### src/rtl/mem_ctrl_pkg.sv
// Shared constants and types for the round-robin memory controller.
// Memory geometry, the controller state encoding and the read-tag layout live here.
package mem_ctrl_pkg;

    localparam int AW    = 4;
    localparam int DW    = 32;
    localparam int DEPTH = 2 ** AW;

    typedef enum logic {
        IDLE  = 1'b0,
        CLEAR = 1'b1
    } ctrl_state_e;

    typedef struct packed {
        logic       is_read;
        logic [1:0] id;
    } mem_tag_t;

endpackage

### src/rtl/rr_arbiter.sv
// Combinational round-robin arbiter: one-hot grant to the first request at or above i_ptr, with wrap.
// Zero latency; o_vld is low and o_grant is zero when nothing requests.
module rr_arbiter #(
    parameter int NUM_REQ = 2
) (
    input  logic [NUM_REQ-1:0] i_req,
    input  logic [1:0]         i_ptr,
    output logic [NUM_REQ-1:0] o_grant,
    output logic [1:0]         o_idx,
    output logic               o_vld
);

    logic       w_hi_found;
    logic       w_lo_found;
    logic [1:0] w_hi_idx;
    logic [1:0] w_lo_idx;

    // Lowest request at/above the pointer wins; otherwise wrap to the lowest request overall.
    always_comb begin
        w_hi_found = 1'b0;
        w_lo_found = 1'b0;
        w_hi_idx   = 2'd0;
        w_lo_idx   = 2'd0;
        for (int j = 0; j < NUM_REQ; j++) begin
            if (i_req[j] && !w_lo_found) begin
                w_lo_found = 1'b1;
                w_lo_idx   = 2'(j);
            end
            if (i_req[j] && (2'(j) >= i_ptr) && !w_hi_found) begin
                w_hi_found = 1'b1;
                w_hi_idx   = 2'(j);
            end
        end
        o_idx = w_hi_found ? w_hi_idx : w_lo_idx;
        o_vld = w_lo_found;
        for (int j = 0; j < NUM_REQ; j++) begin
            o_grant[j] = w_lo_found && (o_idx == 2'(j));
        end
    end

endmodule

### src/rtl/mem_rr_ctrl.sv
// Round-robin front end for the 16x32 single-port memory, with a zero-fill CLEAR sequencer.
// Read data returns two edges after accept; req_ready is one-hot and held low during CLEAR.
module mem_rr_ctrl #(
    parameter int NUM_REQ = 2,
    parameter int AW      = mem_ctrl_pkg::AW,
    parameter int DW      = mem_ctrl_pkg::DW
) (
    input  logic                        clk,
    input  logic                        rst,
    input  logic [NUM_REQ-1:0]          req_valid,
    input  logic [NUM_REQ-1:0]          req_write,
    input  logic [NUM_REQ-1:0][AW-1:0]  req_addr,
    input  logic [NUM_REQ-1:0][DW-1:0]  req_wdata,
    output logic [NUM_REQ-1:0]          req_ready,
    output logic [NUM_REQ-1:0]          rsp_valid,
    output logic [DW-1:0]               rsp_rdata,
    input  logic                        clear_start,
    output logic                        clear_busy,
    output logic                        clear_done,
    output logic                        mem_wenable,
    output logic                        mem_renable,
    output logic [AW-1:0]               mem_addr,
    output logic [DW-1:0]               mem_data_in,
    input  logic [DW-1:0]               mem_data_out
);

    import mem_ctrl_pkg::*;

    ctrl_state_e         r_state;
    ctrl_state_e         w_state_nxt;
    logic [1:0]          r_ptr;
    logic [1:0]          w_ptr_nxt;
    logic [AW-1:0]       r_clr_cnt;
    logic [AW-1:0]       w_clr_cnt_nxt;
    logic                w_clear_done_nxt;

    logic                w_arb_vld;
    logic [1:0]          w_arb_idx;
    logic [NUM_REQ-1:0]  w_arb_grant;

    logic                w_issue_we;
    logic                w_issue_re;
    logic [AW-1:0]       w_issue_addr;
    logic [DW-1:0]       w_issue_data;
    mem_tag_t            w_tag_in;
    mem_tag_t            r_tag0;
    mem_tag_t            r_tag1;

    rr_arbiter #(
        .NUM_REQ (NUM_REQ)
    ) u_arb (
        .i_req   (req_valid),
        .i_ptr   (r_ptr),
        .o_grant (w_arb_grant),
        .o_idx   (w_arb_idx),
        .o_vld   (w_arb_vld)
    );

    assign clear_busy = (r_state == CLEAR);

    always_comb begin
        w_state_nxt      = r_state;
        w_ptr_nxt        = r_ptr;
        w_clr_cnt_nxt    = r_clr_cnt;
        w_clear_done_nxt = 1'b0;
        req_ready        = '0;
        w_issue_we       = 1'b0;
        w_issue_re       = 1'b0;
        w_issue_addr     = '0;
        w_issue_data     = '0;
        w_tag_in         = '0;
        case (r_state)
            IDLE: begin
                // A clear request pre-empts arbitration for this cycle.
                if (clear_start) begin
                    w_state_nxt   = CLEAR;
                    w_clr_cnt_nxt = '0;
                end else if (w_arb_vld && !rst) begin
                    req_ready = w_arb_grant;
                    w_ptr_nxt = (w_arb_idx == 2'(NUM_REQ - 1)) ? 2'd0 : w_arb_idx + 2'd1;
                    for (int j = 0; j < NUM_REQ; j++) begin
                        if (w_arb_grant[j]) begin
                            w_issue_we   = req_write[j];
                            w_issue_re   = !req_write[j];
                            w_issue_addr = req_addr[j];
                            w_issue_data = req_wdata[j];
                        end
                    end
                    w_tag_in.is_read = w_issue_re;
                    w_tag_in.id      = w_arb_idx;
                end
            end
            CLEAR: begin
                w_issue_we    = 1'b1;
                w_issue_addr  = r_clr_cnt;
                w_clr_cnt_nxt = r_clr_cnt + 1'b1;
                if (r_clr_cnt == '1) begin
                    w_state_nxt      = IDLE;
                    w_clear_done_nxt = 1'b1;
                end
            end
            default: w_state_nxt = IDLE;
        endcase
    end

    always_ff @(posedge clk or posedge rst) begin
        if (rst) begin
            r_state     <= IDLE;
            r_ptr       <= 2'd0;
            r_clr_cnt   <= '0;
            clear_done  <= 1'b0;
            mem_wenable <= 1'b0;
            mem_renable <= 1'b0;
            mem_addr    <= '0;
            mem_data_in <= '0;
            r_tag0      <= '0;
            r_tag1      <= '0;
            rsp_valid   <= '0;
            rsp_rdata   <= '0;
        end else begin
            r_state     <= w_state_nxt;
            r_ptr       <= w_ptr_nxt;
            r_clr_cnt   <= w_clr_cnt_nxt;
            clear_done  <= w_clear_done_nxt;
            mem_wenable <= w_issue_we;
            mem_renable <= w_issue_re;
            mem_addr    <= w_issue_addr;
            mem_data_in <= w_issue_data;
            // Tag stage 1 lines up with the memory's registered read data.
            r_tag0      <= w_tag_in;
            r_tag1      <= r_tag0;
            for (int j = 0; j < NUM_REQ; j++) begin
                rsp_valid[j] <= r_tag1.is_read && (r_tag1.id == 2'(j));
            end
            if (r_tag1.is_read) begin
                rsp_rdata <= mem_data_out;
            end
        end
    end

endmodule

### config.mk
export PLATFORM = sky130hd
export DESIGN_NAME = mem_rr_ctrl
export DESIGN_NICKNAME = d
export VERILOG_FILES = /design/src/rtl/mem_ctrl_pkg.sv /design/src/rtl/rr_arbiter.sv /design/src/rtl/mem_rr_ctrl.sv
export SDC_FILE = /design/constraint.sdc
export NUM_CORES = 1
export LEC_CHECK = 0
export CAP_MARGIN = 20
export CORE_UTILIZATION = 40
export CTS_BUF_LIST = sky130_fd_sc_hd__clkbuf_4 sky130_fd_sc_hd__clkbuf_8 sky130_fd_sc_hd__clkbuf_16
export CTS_CLUSTER_DIAMETER = 60
export DETAILED_ROUTE_END_ITERATION = 8
export PLACE_DENSITY = 0.82
export SLEW_MARGIN = 0
export SYNTH_ARGS = -nofsm -noshare
export SYNTH_HDL_FRONTEND = slang
export SYNTH_SLANG_ARGS = --single-unit
### constraint.sdc
create_clock -name clk -period 6.64 [get_ports clk]
set_clock_uncertainty 0.05 [all_clocks]
set_input_delay 1.328 -clock clk [delete_from_list [all_inputs] [get_ports clk]]
set_output_delay 1.328 -clock clk [all_outputs]
set_load 0.02 [all_outputs]
==> results.json, run 1 <==
{
  "dieArea_mm2": 0.00816,
  "crit_type": "in -> out",
  "clock_latency_ns": 0.34,
  "ys_types": 30,
  "grt_pass1_wl_mm": 12.3,
  "gr-total-overflow": 0,
  "status": "completed",
  "die_x_um": 90.3,
  "drt_iter0_drc": 70,
  "cts_resized": 0,
  "dp_hpwl_mm": 5.68,
  "antenna_found_initial": 0,
  "cts_buffers": 9,
  "tns_ns": 0,
  "timing.fmax_ghz": 0.212,
  "port_buffers": 186,
  "cts_max_level": 3,
  "utilization_pct": 70.7,
  "timing_hold_violations_final": 0,
  "viasPerCell": 4.82,
  "hold_path_class": "reg -> reg",
  "cp_slowest_stage_delay_ns": 0.68,
  "relSlewSlack_pct": 71.4,
  "cpMostUsedCell": "clkdlybuf4s50_1",
  "final_area_mm2": 0.00524,
  "ant_nets": 0,
  "maxCapViolations": 0,
  "core_mm2": 0.00741,
  "wl_per_cell_um": 15.8,
  "grt_pass1_vias": 2446,
  "dr_total_vias": 2377,
  "synthArstFlopShare_pct": 100,
  "num_antenna_cells": 0,
  "avgSynthCellArea_um2": 15.5,
  "placed_cell_area_mm2": 0.00499,
  "crit_chain": "clkdlybuf4s50_1 > a21boi_1 > and2_1 > buf_4 > clkdlybuf4s50_1",
  "place_inst": 476,
  "leakage_nw": 2.34,
  "synth_area_mm2": 0.00312,
  "routed_wl_mm": 7.81,
  "synthCells": 201,
  "cts_tree": "yes",
  "period_share_pct": 71.2,
  "grt_usage_pct": 19.7,
  "fin_ws_ns": 1.91,
  "cts.sinks": 82,
  "cp.required_ns": 5.26,
  "layout-drive-gt1-share_pct": 6.09,
  "initial_core_util_pct": 42.1,
  "slowest_stage": "clkdlybuf4s50_1",
  "synth_seq_cells": 82,
  "crit_arrival_ns": 3.35,
  "synth_nets": 313,
  "yosys_warnings": 0,
  "drc": 0,
  "worstMarginPinSlew_ns": 0.429,
  "ir_worst_vdd_v": 0.000188,
  "p_total_mw": 1.57,
  "gp_congestion": 0.735,
  "num_rows": 31,
  "power_density_mw_per_mm2": 299,
  "path_buf_inv": 3,
  "setup_viol": 0,
  "crit_fanout": 37,
  "synthFlopType": "dfrtp_1",
  "stdcell_count": 493,
  "dr.pass1.iters": 4,
  "ys_seq_area_share_pct": 65.8,
  "end_kind": "output pin",
  "pre_cts_slack_ns": 1.93,
  "syn_to_final_growth_pct": 67.9,
  "slew_violations": 0,
  "crit_family": "buffers and inverters",
  "cts_hold_buf": 0,
  "nFillCells": 550,
  "synth-edff-count": 0,
  "pin_count": 187,
  "finalCriticalPeriod_ns": 4.73,
  "rsz0062_at_grt": "no",
  "cts_buffer_depth": 2,
  "clk_pin_slew_ns": 0.08,
  "critPathLaunchType": "input pin",
  "dieHeight_um": 90.3,
  "layout.nets": 501,
  "cts_root_buf": "clkbuf_8",
  "grt_max_degree": 83,
  "post_cts_buffers": 0,
  "holdWs_ns": 0.302
}
[cells in the mapped netlist, types with 2 or more instances]
library cell | instances | area [um^2]
nor2_1 | 4 | 15.0
nand2_1 | 2 | 7.51
and2_1 | 6 | 37.5
inv_1 | 3 | 11.3
a22o_1 | 33 | 289
a21oi_1 | 2 | 10.0
a221o_1 | 4 | 40.0
dfrtp_1 | 82 | 2050
buf_2 | 3 | 15.0
clkbuf_1 | 2 | 7.51
o21ai_1 | 2 | 10.0
mux2_1 | 32 | 360
a32oi_1 | 2 | 17.5
buf_12 | 4 | 80.1
buf_4 | 2 | 15.0
buf_6 | 2 | 22.5
nor2b_1 | 3 | 18.8
[flip-flops by register name, summed over array words and instances (netlist names), 2 cells and up]
register,flops
r_tag1,2
rsp_rdata,32
r_clr_cnt,4
mem_addr,4
rsp_valid,2
mem_data_in,32
[layout by cell type, fill, tap and decap left out, types with 2 or more instances in the layout]
cell / instances
nor2b_1: 3
nand2_1: 2
a32oi_1: 2
a21oi_1: 2
clkinv_2: 2
inv_1: 2
clkbuf_8: 9
nor2_1: 4
o21ai_1: 2
a22o_1: 33
dfrtp_1: 82
and2_1: 6
clkdlybuf4s50_1: 186
a221o_1: 4
bufinv_16: 2
mux2_1: 32
buf_4: 3
[cell type report]
| class | instances | area (um^2) | area share (%) |
|---|---|---|---|
| repair buffers | 190 | 1910 | 36.5 |
| multi-input cells | 103 | 917 | 17.5 |
| flip-flops and latches | 82 | 2050 | 39.2 |
| clock buffers | 10 | 131 | 2.51 |
| clock inverters | 6 | 90.1 | 1.72 |
| well taps | 99 | 124 | 2.36 |
| inverters | 3 | 12.5 | 0.239 |
[logic make-up after synthesis]
logic type | synth area share, %
buffers and inverters | 4.85
adders and majority gates | 0.401
and+or+nand+nor | 4.17
AOI/OAI and AO/OA | 12.6
muxes | 12.2
DFF | 65.8
[routing by layer]
metal  track usage, %  wire length, um  share of wire [%]  vias up
met2             34.7             4110                 53      109
met3             4.97              525                6.7        8
met4             7.39              101                1.3        0
li1                 -                -                  -     1115
met1             23.1             3060                 39     1145
met5                0                0                  0        -
[worst paths after layout]
check,from,end,slack (ns),cells after the start
setup / recovery,req_valid[0],req_ready[0],1.91,5
hold / removal,r_tag0[0],r_tag1[0],0.30,0
setup reg to reg,clear_busy,mem_addr[0],4.96,4
hold reg to reg,r_tag0[0],r_tag1[0],0.30,0
max in group asynchronous,rst,rsp_rdata[1],4.65,4
min in group asynchronous,rst,r_clr_cnt[0],1.32,3
[where the power goes]
group / internal (mW) / switching, mW
clock network: 0.217 / 0.177
logic: 0.286 / 0.223
registers: 0.601 / 0.0604
total: 1.10 / 0.461
No activity file was read; power rests on OpenSTA's default activity.
==> run 2: changes to the inputs <==
- CORE_UTILIZATION: 40 -> 37
- PLACE_DENSITY: 0.82 -> 0.77
- clock period: 6.64 -> 4.36 ns (I/O delays scaled with it)
==> run 2 against run 1 <==
Compared with the run above: global-route usage is 1.2 points lower; via count up 0.72%; total power grew 50%; die area increased by 7.9%; setup slack got worse by 0.98 ns; critical path depth decreased by 1; first-iteration DRC count is 54% lower; critical path type unchanged; highest routed layer unchanged.
==> results.json, run 2 (synthesized netlist as in run 1, its figures left out) <==
{
  "status": "completed",
  "gp_congestion": 0.754,
  "tns_ns": 0,
  "placed_cell_area_mm2": 0.00500,
  "clk_pin_slew_ns": 0.08,
  "drc": 0,
  "cp_slowest_stage_delay_ns": 0.62,
  "final_common_cell": "clkdlybuf4s50_1",
  "cts_resized": 0,
  "dieHeight_um": 93.8,
  "startpoint": "rst",
  "cts_root_buf": "clkbuf_8",
  "dp_hpwl_mm": 5.85,
  "grt_usage_pct": 18.5,
  "layout.nets": 501,
  "grt_pass1_vias": 2540,
  "crit_fanout": 6,
  "crit_family": "buffers and inverters",
  "dieArea_mm2": 0.00881,
  "clock_latency_ns": 0.33,
  "hold_depth": 0,
  "layout-drive-gt1-share_pct": 6.09,
  "cts_buffers": 9,
  "end_kind": "output pin",
  "gr-total-overflow": 0,
  "critPathLaunchType": "input pin",
  "fin_ws_ns": 0.939,
  "antenna_found_initial": 0,
  "cp.required_ns": 3.44,
  "cts_tree": "yes",
  "grt_max_degree": 38,
  "port_buffers": 186,
  "wl_per_cell_um": 15.6,
  "setup_viol": 0,
  "num_antenna_cells": 0,
  "core_mm2": 0.00818,
  "cpMostUsedCell": "clkdlybuf4s50_1",
  "initial_core_util_pct": 38.2,
  "slowest_stage": "clkdlybuf4s50_1",
  "r2r_slack_ns": 2.64,
  "cts_hold_buf": 0,
  "pin_count": 187,
  "cts.sinks": 82,
  "utilization_pct": 63.8,
  "r2r_start": "clear_busy",
  "grt_pass1_wl_mm": 12.2,
  "crit_chain": "clkdlybuf4s50_1 > nor3_4 > and2_1 > clkdlybuf4s50_1",
  "post_cts_buffers": 0,
  "leakage_nw": 2.32,
  "crit_arrival_ns": 2.50,
  "timing.fmax_ghz": 0.292,
  "ir_worst_vdd_v": 0.000246,
  "ant_nets": 0,
  "largestRegisters": "mem_data_in x32, rsp_rdata x32",
  "syn_to_final_growth_pct": 67.1,
  "pre_cts_slack_ns": 0.921,
  "worstHoldEndpoint": "r_tag1[0]",
  "die_x_um": 93.8,
  "layout_common_cells": "clkdlybuf4s50_1, dfrtp_1, a22o_1",
  "rsz0062_at_grt": "no",
  "dr_total_vias": 2394,
  "path_buf_inv": 2,
  "drt_iter0_drc": 32,
  "hp-start": "r_tag0[0]",
  "maxCapViolations": 0,
  "slew_violations": 0,
  "final_area_mm2": 0.00521,
  "crit_type": "in -> out",
  "timing_hold_violations_final": 0,
  "period_share_pct": 78.5,
  "viasPerCell": 4.80,
  "regToRegEndpoint": "mem_addr[1]",
  "rr_worst_depth": 4,
  "relSlewSlack_pct": 70.6,
  "num_rows": 33,
  "finalCriticalPeriod_ns": 3.42,
  "power_density_mw_per_mm2": 449,
  "dr.pass1.iters": 4,
  "hold_path_class": "reg -> reg",
  "cts_buffer_depth": 2,
  "routed_wl_mm": 7.78,
  "cts_max_level": 3,
  "worstMarginPinSlew_ns": 0.442
}
run 2: worst max-delay path by stage:
stage          slack [ns]  cells past startpoint      endpoint
5_1_grt              0.87                      4  req_ready[0]
4_1_cts              0.92                      4  req_ready[0]
6_report             0.94                      4  req_ready[0]
3_3_place_gp         0.93                      4  req_ready[0]
2_1_floorplan        1.33                      1    clear_busy
3_5_place_dp         0.92                      4  req_ready[0]
run 2: layout make-up:
cell class,count,area [um^2]
Inverter,3,12.5
Fill cell,638,2960
Clock inverter,4,50.0
Tap cell,105,131
Multi-Input combinational cell,103,917
Clock buffer,12,159
Sequential cell,82,2050
Timing Repair Buffer,190,1890
run 2: worst reg2reg max path, cell delays in order (launching register included):
cell	delay, ns
dfrtp_1	0.53
nor3_4	0.27
and2_1	0.21
buf_4	0.37
a221o_1	0.23
run 2: where the power goes:
part           internal (mW)  switching, mW  leakage [nW]
Clock                  0.302          0.258         0.102
Sequential             0.916         0.0956          1.10
Combinational          0.432          0.340          1.12
Total                   1.65          0.694          2.32
run 2: per-layer routing:
metal,track usage (%),wire length [um],vias to the layer above
met5,0,0,-
met4,6.15,118,0
met3,6.96,730,11
met2,31.9,4030,120
met1,21.0,2900,1152
li1,-,-,1111
run 2: per-stage QoR:
stage / instances / power (mW) / hold WS, ns
2_1_floorplan: 201 / 1.38 / 0.281
3_3_place_gp: 483 / 1.78 / 0.282
3_5_place_dp: 483 / 1.81 / 0.296
4_1_cts: 499 / 2.38 / 0.320
5_1_grt: 499 / 2.48 / 0.338
6_report: 499 / 2.34 / 0.315
==> run 3: changes to the inputs <==
- CORE_UTILIZATION: 37 -> 34
- PLACE_DENSITY: 0.77 -> 0.74
- clock period: 4.36 -> 3 ns (I/O delays scaled with it)
==> run 3 against run 2 <==
Compared with the run above: the flow now finishes with violations (DRC); total power grew 51%; worst hold slack lost 0.017 ns; register-to-register slack lost 1.4 ns; critical path depth is the same; routed wire length shrank 1.0%; cell count grew 0.60%; sequential share of layout area shrank 0.44 points; die area grew 8.6%; clock power grew 72%; global-route usage shrank 1.3 points; first-iteration DRC count grew to 2.8 times the previous value; critical path type unchanged; largest power group unchanged; highest routed layer unchanged.
==> results.json, run 3 (synthesized netlist as in run 1, its figures left out) <==
{
  "cts_max_level": 3,
  "maxCapViolations": 0,
  "timing_hold_violations_final": 0,
  "slew_violations": 0,
  "dieHeight_um": 97.8,
  "drc": 24,
  "place_inst": 486,
  "cts_tree": "yes",
  "pin_count": 187,
  "layout-drive-gt1-share_pct": 6.09,
  "grt_pass1_vias": 2501,
  "relSlewSlack_pct": 69.5,
  "num_rows": 34,
  "end_kind": "output pin",
  "cts_buffers": 9,
  "final_common_cell": "clkdlybuf4s50_1",
  "grt_usage_pct": 17.2,
  "top_layer_used": "met4",
  "crit_family": "buffers and inverters",
  "ir_worst_vdd_v": 0.000302,
  "cp.required_ns": 2.35,
  "cpMostUsedCell": "clkdlybuf4s50_1",
  "wl_met3_um": 661,
  "crit_fanout": 4,
  "period_share_pct": 95.9,
  "p_total_mw": 3.54,
  "critPathLaunchType": "input pin",
  "num_antenna_cells": 0,
  "layout_common_cells": "clkdlybuf4s50_1, dfrtp_1, a22o_1",
  "cts_buffer_depth": 2,
  "wl_met2_mm": 3.85,
  "power_density_mw_per_mm2": 672,
  "routed_wl_mm": 7.70,
  "gp_congestion": 0.709,
  "core_mm2": 0.00881,
  "status": "complete, but fails checks",
  "m1WireLength_mm": 3.08,
  "rsz0062_at_grt": "no",
  "dr_total_vias": 2377,
  "die_x_um": 97.8,
  "finalCriticalPeriod_ns": 2.88,
  "cts.sinks": 82,
  "antenna_found_initial": 0,
  "dieArea_mm2": 0.00956,
  "tns_ns": 0,
  "drt_iter0_drc": 91,
  "dp_hpwl_mm": 5.82,
  "wl_per_cell_um": 15.3,
  "clock_latency_ns": 0.33,
  "stdcell_count": 502,
  "gr-total-overflow": 0,
  "crit_chain": "clkdlybuf4s50_1 > a21boi_1 > and2_1 > clkdlybuf4s50_1",
  "setup_viol": 0,
  "timing.fmax_ghz": 0.348,
  "grt_pass1_wl_mm": 12.8,
  "cts_hold_buf": 0,
  "cp_slowest_stage_delay_ns": 0.62,
  "holdWs_ns": 0.299,
  "grt_max_degree": 59,
  "cts_resized": 0,
  "worstMarginPinSlew_ns": 0.457,
  "path_buf_inv": 2,
  "ant_nets": 0,
  "hold_path_class": "reg -> reg",
  "violations": "DRC",
  "layout.nets": 501,
  "crit_arrival_ns": 2.23,
  "initial_core_util_pct": 35.4,
  "syn_to_final_growth_pct": 69.0,
  "port_buffers": 186,
  "clk_pin_slew_ns": 0.08,
  "utilization_pct": 59.9,
  "largestRegisters": "mem_data_in x32, rsp_rdata x32",
  "leakage_nw": 2.34,
  "viasPerCell": 4.74,
  "dr.pass1.iters": 6,
  "cts_root_buf": "clkbuf_8",
  "post_cts_buffers": 0,
  "slowest_stage": "clkdlybuf4s50_1",
  "crit_type": "in -> out"
}
-- run 3: final timing paths --
check                        startpoint        endpoint  slack, ns  cells past startpoint
min                           r_tag0[0]       r_tag1[0]       0.30                      0
min reg2reg                   r_tag0[0]       r_tag1[0]       0.30                      0
max reg2reg                  clear_busy  mem_data_in[3]       1.28                      4
min in group asynchronous           rst  mem_data_in[4]       0.63                      2
max in group asynchronous           rst    r_clr_cnt[2]       1.62                      3
max                        req_valid[0]    req_ready[0]       0.12                      4
-- run 3: stage by stage --
step,worst slack (ns),cell area [um^2]
2_1_floorplan,0.242,3120
3_3_place_gp,0.170,5020
3_5_place_dp,0.118,5020
4_1_cts,0.108,5270
5_1_grt,0.0234,5270
6_report,0.124,5270
-- run 3: power breakdown --
part,internal (mW),switching [mW],total (mW)
Sequential,1.33,0.130,1.46
Combinational,0.630,0.491,1.12
Clock,0.577,0.385,0.962
Total,2.54,1.01,3.54
-- run 3: area by class of cell --
| cell class | count | area, um^2 |
|---|---|---|
| multi-input cells | 103 | 917 |
| inverters | 3 | 12.5 |
| clock buffers | 10 | 138 |
| clock inverters | 6 | 114 |
| well taps | 108 | 135 |
| repair buffers | 190 | 1900 |
| fillers | 738 | 3530 |
| flip-flops and latches | 82 | 2050 |
-- run 3: per-layer routing --
layer	vias up	track usage, %
met1	1148	20.9
met4	0	6.06
met2	107	28.6
met5	-	0
li1	1112	-
met3	10	5.65
